[config.mk]
export PLATFORM = sky130hd
export DESIGN_NAME = line_op_arbiter
export DESIGN_NICKNAME = d
export VERILOG_FILES = /design/src/rtl/line_op_arbiter.sv
export SDC_FILE = /design/constraint.sdc
export NUM_CORES = 1
export LEC_CHECK = 0
export BUFFER_PORTS_ARGS = -buffer_cell sky130_fd_sc_hd__buf_4
export CAP_MARGIN = 5
export CORE_AREA = 2 2 108 110
export DETAILED_ROUTE_END_ITERATION = 7
export DIE_AREA = 0 0 110 112
export GPL_ROUTABILITY_DRIVEN = 1
export PLACE_DENSITY = 0.7
export SYNTH_ARGS = -nofsm -noshare
export SYNTH_HDL_FRONTEND = slang
export SYNTH_SLANG_ARGS = --single-unit
[constraint.sdc]
create_clock -name clk -period 7.4 [get_ports clk]
set_clock_uncertainty 0.1 [all_clocks]
set_input_delay 1.11 -clock clk [delete_from_list [all_inputs] [get_ports clk]]
set_output_delay 1.11 -clock clk [all_outputs]
set_load 0.01 [all_outputs]
[src/rtl/line_op_arbiter.sv]
// line_op_arbiter
//   Round-robin arbiter sharing one line drawing engine among NUM_REQ op
//   producers. The winning op is registered into a single output stage and
//   tagged with its source index.
//
//   Ports:
//     clk, rst      clock, asynchronous active-high reset
//     req_op        NUM_REQ packed ops, requester i at [i*OP_WIDTH +: OP_WIDTH]
//     req_rts       per-requester valid
//     req_rtr       one-hot (or zero) accept, combinational
//     out_op        registered op to engine
//     out_src       index of the requester that produced out_op
//     out_rts       out_op valid
//     out_rtr       engine can accept
//     busy          mirror of out_rts
//     grant_count   per-requester saturating 16-bit accept counters
//                   (only when LINE_ARB_STATS_EN is defined)
//
//   Optional feature macro: LINE_ARB_STATS_EN

`ifdef LINE_ARB_STATS_EN
// Saturating per-requester accept counter.
module line_op_arbiter_grant_ctr (
    input  logic        clk,
    input  logic        rst,
    input  logic        inc,
    output logic [15:0] count
);
    always_ff @(posedge clk or posedge rst) begin
        if (rst)
            count <= '0;
        else if (inc && count != 16'hFFFF)
            count <= count + 16'd1;
    end
endmodule
`endif

module line_op_arbiter #(
    parameter int NUM_REQ      = 4,
    parameter int LOG2_NUM_REQ = 2,
    parameter int OP_WIDTH     = 52
) (
    input  logic                         clk,
    input  logic                         rst,
    input  logic [NUM_REQ*OP_WIDTH-1:0]  req_op,
    input  logic [NUM_REQ-1:0]           req_rts,
    output logic [NUM_REQ-1:0]           req_rtr,
    output logic [OP_WIDTH-1:0]          out_op,
    output logic [LOG2_NUM_REQ-1:0]      out_src,
    output logic                         out_rts,
    input  logic                         out_rtr,
    output logic                         busy
`ifdef LINE_ARB_STATS_EN
    ,
    output logic [NUM_REQ*16-1:0]        grant_count
`endif
);

    logic [NUM_REQ-1:0][OP_WIDTH-1:0] op_arr;
    logic [LOG2_NUM_REQ-1:0]          ptr;
    logic [2*NUM_REQ-1:0]             rts_dbl;
    logic [NUM_REQ-1:0]               rts_rot;
    logic [LOG2_NUM_REQ:0]            sum;
    logic [LOG2_NUM_REQ-1:0]          win;
    logic                             found;
    logic                             ld;
    logic                             accept;

    assign op_arr = req_op;

    // Rotate the request vector so bit 0 is the requester at ptr; the first
    // set bit of the rotated vector is the round-robin winner.
    assign rts_dbl = {req_rts, req_rts};
    assign rts_rot = NUM_REQ'(rts_dbl >> ptr);

    always_comb begin
        found = 1'b0;
        sum   = '0;
        for (int k = NUM_REQ - 1; k >= 0; k--) begin
            if (rts_rot[k]) begin
                found = 1'b1;
                sum   = {1'b0, ptr} + (LOG2_NUM_REQ + 1)'(k);
            end
        end
        // Wrap modulo NUM_REQ, which need not be a power of two.
        if (sum >= (LOG2_NUM_REQ + 1)'(NUM_REQ))
            win = LOG2_NUM_REQ'(sum - (LOG2_NUM_REQ + 1)'(NUM_REQ));
        else
            win = LOG2_NUM_REQ'(sum);
    end

    // Stage accepts when empty or when draining on this same edge.
    assign ld      = !out_rts || out_rtr;
    assign accept  = ld && found && !rst;
    assign req_rtr = accept ? (NUM_REQ'(1) << win) : '0;
    assign busy    = out_rts;

    always_ff @(posedge clk or posedge rst) begin
        if (rst) begin
            out_rts <= 1'b0;
            out_op  <= '0;
            out_src <= '0;
            ptr     <= '0;
        end else if (accept) begin
            out_rts <= 1'b1;
            out_op  <= op_arr[win];
            out_src <= win;
            ptr     <= (win == LOG2_NUM_REQ'(NUM_REQ - 1)) ? '0 : win + 1'b1;
        end else if (out_rtr) begin
            out_rts <= 1'b0;
        end
    end

`ifdef LINE_ARB_STATS_EN
    for (genvar g = 0; g < NUM_REQ; g++) begin : g_stat
        line_op_arbiter_grant_ctr u_ctr (
            .clk   (clk),
            .rst   (rst),
            .inc   (req_rtr[g]),
            .count (grant_count[g*16 +: 16])
        );
    end
`endif

endmodule

Word level (Yosys, flattened, before mapping)
Cells that the tools add are included.
{"block": "op_classes", "add_sub_neg": 5, "n_lt_le_gt_ge": 2, "eq_ne": 1, "n_shift": 2, "muxes": 15, "reduce_logical": 6}
{"cell": "52-bit binary-select mux with 2-bit select", "n": 1}
{"cell": "52-bit 2-to-1 mux", "n": 1}
{"cell": "3-bit 2-to-1 mux", "n": 4}
{"cell": "8-bit by 2-bit >> shifter with 4-bit output", "n": 1}
{"cell": "2-bit by 2-bit adder with 3-bit output (second input constant)", "n": 2}
{"cell": "1-bit 2-to-1 mux", "n": 6}
{"cell": "2-bit 2-to-1 mux", "n": 2}
{"cell": "4-bit 2-to-1 mux", "n": 1}
{"cell": "1-bit by 2-bit left shift with 4-bit output (first input constant)", "n": 1}
{"cell": "2-bit by 1-bit adder with 3-bit output (second input constant)", "n": 1}
{"cell": "3-bit greater-or-equal comparator (second input constant)", "n": 1}
{"cell": "2-bit by 3-bit less-than comparator with 1-bit output (second input constant)", "n": 1}
{"cell": "2-bit by 1-bit adder with 2-bit output (second input constant)", "n": 1}
{"cell": "2-bit equality test (second input constant)", "n": 1}
{"cell": "1-bit logical AND", "n": 2}
{"cell": "1-bit logical NOT", "n": 2}
{"cell": "2-bit nonzero test", "n": 1}
{"cell": "2-bit by 1-bit subtractor with 2-bit output (second input constant)", "n": 1}
{"cell": "1-bit logical OR", "n": 1}
{"block": "totals", "regBits": 57, "inputBits": 215}

Logic depth before layout (Yosys ltp)
{"block": "depth", "word_depth": 9, "ltp_mapped": 9, "mapped_depth_nobuf": 6}

Least setup slack after synthesis
OpenSTA, ideal clock, no wires.
{"block": "synth_timing", "path_type": "input to output", "startpoint": "input rst", "endpoint": "output req_rtr[0]", "arrival_ns": 3.399, "required_time_ns": 6.190, "path_slack_ns": 2.791, "stages": 6, "cell_sequence": "inv_1 > nand3_2 > or2_1 > buf_6 > buf_6 > nor2_1"}
{"block": "synth_between", "elab_chain_len": 3}
{"item": "start: declaration", "line_no": "44", "text": "input logic rst,"}
{"item": "1-bit logical NOT (no source line)"}
{"item": "1-bit logical AND", "line_no": "94", "text": "assign accept = ld && found && !rst;"}
{"item": "4-bit 2-to-1 mux", "line_no": "95", "text": "assign req_rtr = accept ? (NUM_REQ'(1) << win) : '0;"}
{"item": "end: declaration", "line_no": "47", "text": "output logic [NUM_REQ-1:0] req_rtr,"}
No other way between the ends.

Worst setup path in the final report
{"block": "layout_timing", "startpoint": "input req_rts[3]", "endpoint": "output req_rtr[0]"}
{"block": "layout_between", "elab_chain_len": 9}
{"item": "start: declaration", "line_no": "46", "text": "input logic [NUM_REQ-1:0] req_rts,"}
{"item": "8-bit by 2-bit >> shifter with 4-bit output *", "line_no": "74", "text": "assign rts_rot = NUM_REQ'(rts_dbl >> ptr);"}
{"item": "3-bit 2-to-1 mux (4 in a row)", "line_no": "80", "text": "if (rts_rot[k]) begin"}
{"item": "3-bit greater-or-equal comparator / 2-bit by 1-bit subtractor with 2-bit output (equally long branches)", "line_no": "86, 87"}
{"item": "2-bit 2-to-1 mux", "line_no": "86", "text": "if (sum >= (LOG2_NUM_REQ + 1)'(NUM_REQ))"}
{"item": "1-bit by 2-bit left shift with 4-bit output", "line_no": "95"}
{"item": "4-bit 2-to-1 mux *", "line_no": "95"}
Every way passes the cells marked *; elsewhere a longest branch is shown, timed or not.

==> qor.csv <==
stage,metric,value,unit
global_route,gr busiest metal,met2,
sta,Worst slew margin,34.7,%
layout,multi-input logic area,0.00223,sq mm
layout,area delta synth->final,59.8,%
layout,Final Cell Area,0.00621,sq mm
global_route,first-pass GRT wire length,19.0,mm
sta,actual slew at the worst max-slew pin,0.980,ns
sta,final setup fails,0,
clock_tree,clk root buf,clkbuf_16,
pwr,Power Internal,0.00118,W
setup_path,WS Path Type,primary input to primary output,
die,core area,0.0112,sq mm
run,Max-Cap Viols,0,
clock_tree,# hold bufs at CTS,0,
synthesis,top area cells in the synthesized netlist,"dfrtp_1, mux2i_1, o221ai_2, nand2_1, buf_6",
sta,Final Cycle Share,68.6,%
die,die area,0.0123,sq mm
global_route,met3 usage,4.22,%
placement,placed cell area,0.00593,sq mm
sta,RSZ-0062 raised after global routing,no,
detailed_routing,first-pass iteration count of the detailed router,4,
clock_tree,Clock transition at path regs,0.05,ns
detailed_routing,Wirelength per Cell,16.8,um
sta,Final Max Tran Viols,0,
synthesis,Yosys top cell by area,dfrtp_1,
detailed_routing,via count,3707,
clock_tree,Skew-Pair Late Insertion Delay,0.31,ns
synthesis,synth cell count leaders,"mux2i_1, dfrtp_1, nand2_1, o221ai_2, buf_2",
clock_tree,Clock Sinks,57,
synthesis,Unique masters post-synth,29,
die,Die Span Y,112,um
detailed_routing,DRT Wirelength,12.3,mm
die,Die Span X,110,um
layout,Inserted Diodes,0,
global_route,grt total ovfl,0,
die,I/O pins,275,
layout,final std cells w/o fill,735,
clock_tree,TritonCTS clock tree,done,
detailed_routing,vias per cell,5.04,
die,num rows,39,
synthesis,most numerous cell in the Yosys netlist,mux2i_1,
sta,Hold Fails Final Rpt,0,
global_route,vias in the first global route,3851,
clock_tree,Setup Buffers After CTS,0,
sta,Max Clk Rate,0.197,GHz
placement,Post-Place Cells,720,
clock_tree,PostCTS Resize Cnt,0,
pwr,Sw Pwr,0.000675,W
pwr,clock share of power,20.8,%
synthesis,synthesized flop and latch total,57,
pwr,sequential power share,28.3,%
synthesis,synthesized instance count,331,
die,Starting Density,34.8,%
global_route,largest net degree at the start of global routing,59,
hold_path,HP Class,register to register,
clock_tree,CTS Buf Count,9,
setup_path,Setup crit end kind,primary output,
setup_path,crit path max fanout,53,
placement,RD Place Congestion,0.780,
synthesis,YS warnings,0,
global_route,M2 GR Usage,36.9,%
placement,Port Buffer Count,274,
detailed_routing,Iter 0 DRT Violations,102,
setup_path,"Req. time, crit path",6.19,ns
detailed_routing,DRC viols,0,
setup_path,CP Data Arrival Time,3.87,ns
synthesis,syn_nets,547,
pwr,Logic pwr share,50.9,%
pwr,Leak,3.13,nW
pwr,pwr/cell area,299,mW/mm^2
synthesis,ys async rst share,100,%
sta,min Tclk post-route,5.08,ns
synthesis,post-synth top area share,36.7,%
global_route,GR met1 Demand/Resource,22.4,%
setup_path,critical path launch point type,primary input,
global_route,initial antenna violation count,0,
synthesis,"EDFF count, synth",0,
placement,hpwl dp,9.47,mm
pwr,Switching Share,36.3,%
layout,# fillers,982,
clock_tree,htree depth,3,
clock_tree,Max Root-Sink Buffers,2,
sta,setup TNS,0,ns
layout,share of cells above drive strength 1,58.8,%
synthesis,sequential fraction of the synthesis area,36.7,%
synthesis,ys flop type,dfrtp_1,
synthesis,Synth Cell Area,0.00388,sq mm
detailed_routing,post-route ant nets,0,
layout,final layout net count,804,
global_route,gr usage total,19.8,%
layout,Sequential Area,0.00143,sq mm
synthesis,syn_area_per_cell,11.7,sq um
pwr,Worst VDD drop,0.254,mV
outcome,status,completed,
-- power by group through the flow --
stage / registers, W / logic, W / clock network [W]
2_1_floorplan: 0.000576 / 0.000533 / 0
3_3_place_gp: 0.000528 / 0.000943 / 0
3_5_place_dp: 0.000529 / 0.000962 / 0
4_1_cts: 0.000527 / 0.000961 / 0.000396
5_1_grt: 0.000542 / 0.00102 / 0.000410
6_report: 0.000526 / 0.000945 / 0.000386
-- layout by cell type (no fill, tap or decap), types with 2 or more instances in the layout --
| cell type | synthesis | final |
|---|---|---|
| buf_4 | 7 | 277 |
| mux2i_1 | 104 | 104 |
| nand2_1 | 57 | 57 |
| dfrtp_1 | 57 | 57 |
| o221ai_2 | 48 | 48 |
| clkbuf_16 | 0 | 9 |
| nor2_1 | 4 | 4 |
| inv_1 | 4 | 3 |
| o221ai_1 | 3 | 3 |
| clkinv_2 | 0 | 3 |
| clkbuf_8 | 0 | 3 |
| nand2b_1 | 3 | 2 |
| a21oi_1 | 2 | 2 |
| o21ai_1 | 2 | 2 |
| mux2_2 | 2 | 2 |
-- through the flow --
step | utilization [%] | hold slack, ns | setup slack [ns] | total power (W)
after floorplan | - | 0.415 | 2.79 | 0.00111
after global placement | 53.1 | 0.363 | 2.36 | 0.00147
after detailed placement | 53.1 | 0.370 | 2.28 | 0.00149
final | 55.6 | 0.386 | 2.32 | 0.00186
after CTS | 55.6 | 0.389 | 2.28 | 0.00188
after global routing | 55.6 | 0.402 | 2.11 | 0.00197
-- worst paths after layout --
check,startpoint,to,slack (ns),cells past startpoint
max,req_rts[3],req_rtr[0],2.32,7
min,out_op[3],out_op[3],0.39,2
max reg2reg,ptr[1],out_op[7],4.18,6
min reg2reg,out_op[3],out_op[3],0.39,2
max in group asynchronous,rst,ptr[0],5.73,3
min in group asynchronous,rst,ptr[1],0.95,3
-- registers in the layout (all words and copies together) (netlist names) --
signal   flops
out_src      2
ptr          2
busy         1
out_op      52
-- metal layers --
| layer | routed length, um | up-vias |
|---|---|---|
| met5 | 0 | - |
| met4 | 167 | 0 |
| met3 | 919 | 13 |
| met2 | 6640 | 145 |
| met1 | 4610 | 1778 |
| li1 | - | 1771 |
-- layout make-up --
type                       instances  area share (%)
multi-input combinational        239            35.9
timing repair buffer             277            33.5
sequential                        57            23.0
clock buffer                      12            4.29
tap                              143            2.88
clock inverter                     3           0.242
inverter                           4           0.242
-- logic make-up (layout without fill, tap and decap cells) --
| logic type | after synthesis | count (layout) | share of synthesized area, % |
|---|---|---|---|
| AO/OA/AOI/OAI | 62 | 62 | 21.8 |
| adder cells (fa/ha/maj) | 1 | 1 | 0.322 |
| buffers and inverters | 35 | 296 | 6.18 |
| flip-flops | 57 | 57 | 36.7 |
| multiplexers | 106 | 106 | 27.4 |
| AND/OR/NAND/NOR | 70 | 70 | 7.57 |
-- critical path, cell delays in order --
cell and delay, ns:
buf_4 0.13, or4_1 0.57, nand3_2 0.48, buf_4 0.43, or2_4 0.84, nor2_1 0.08, buf_4 0.18
No activity file was read; power rests on OpenSTA's default activity.
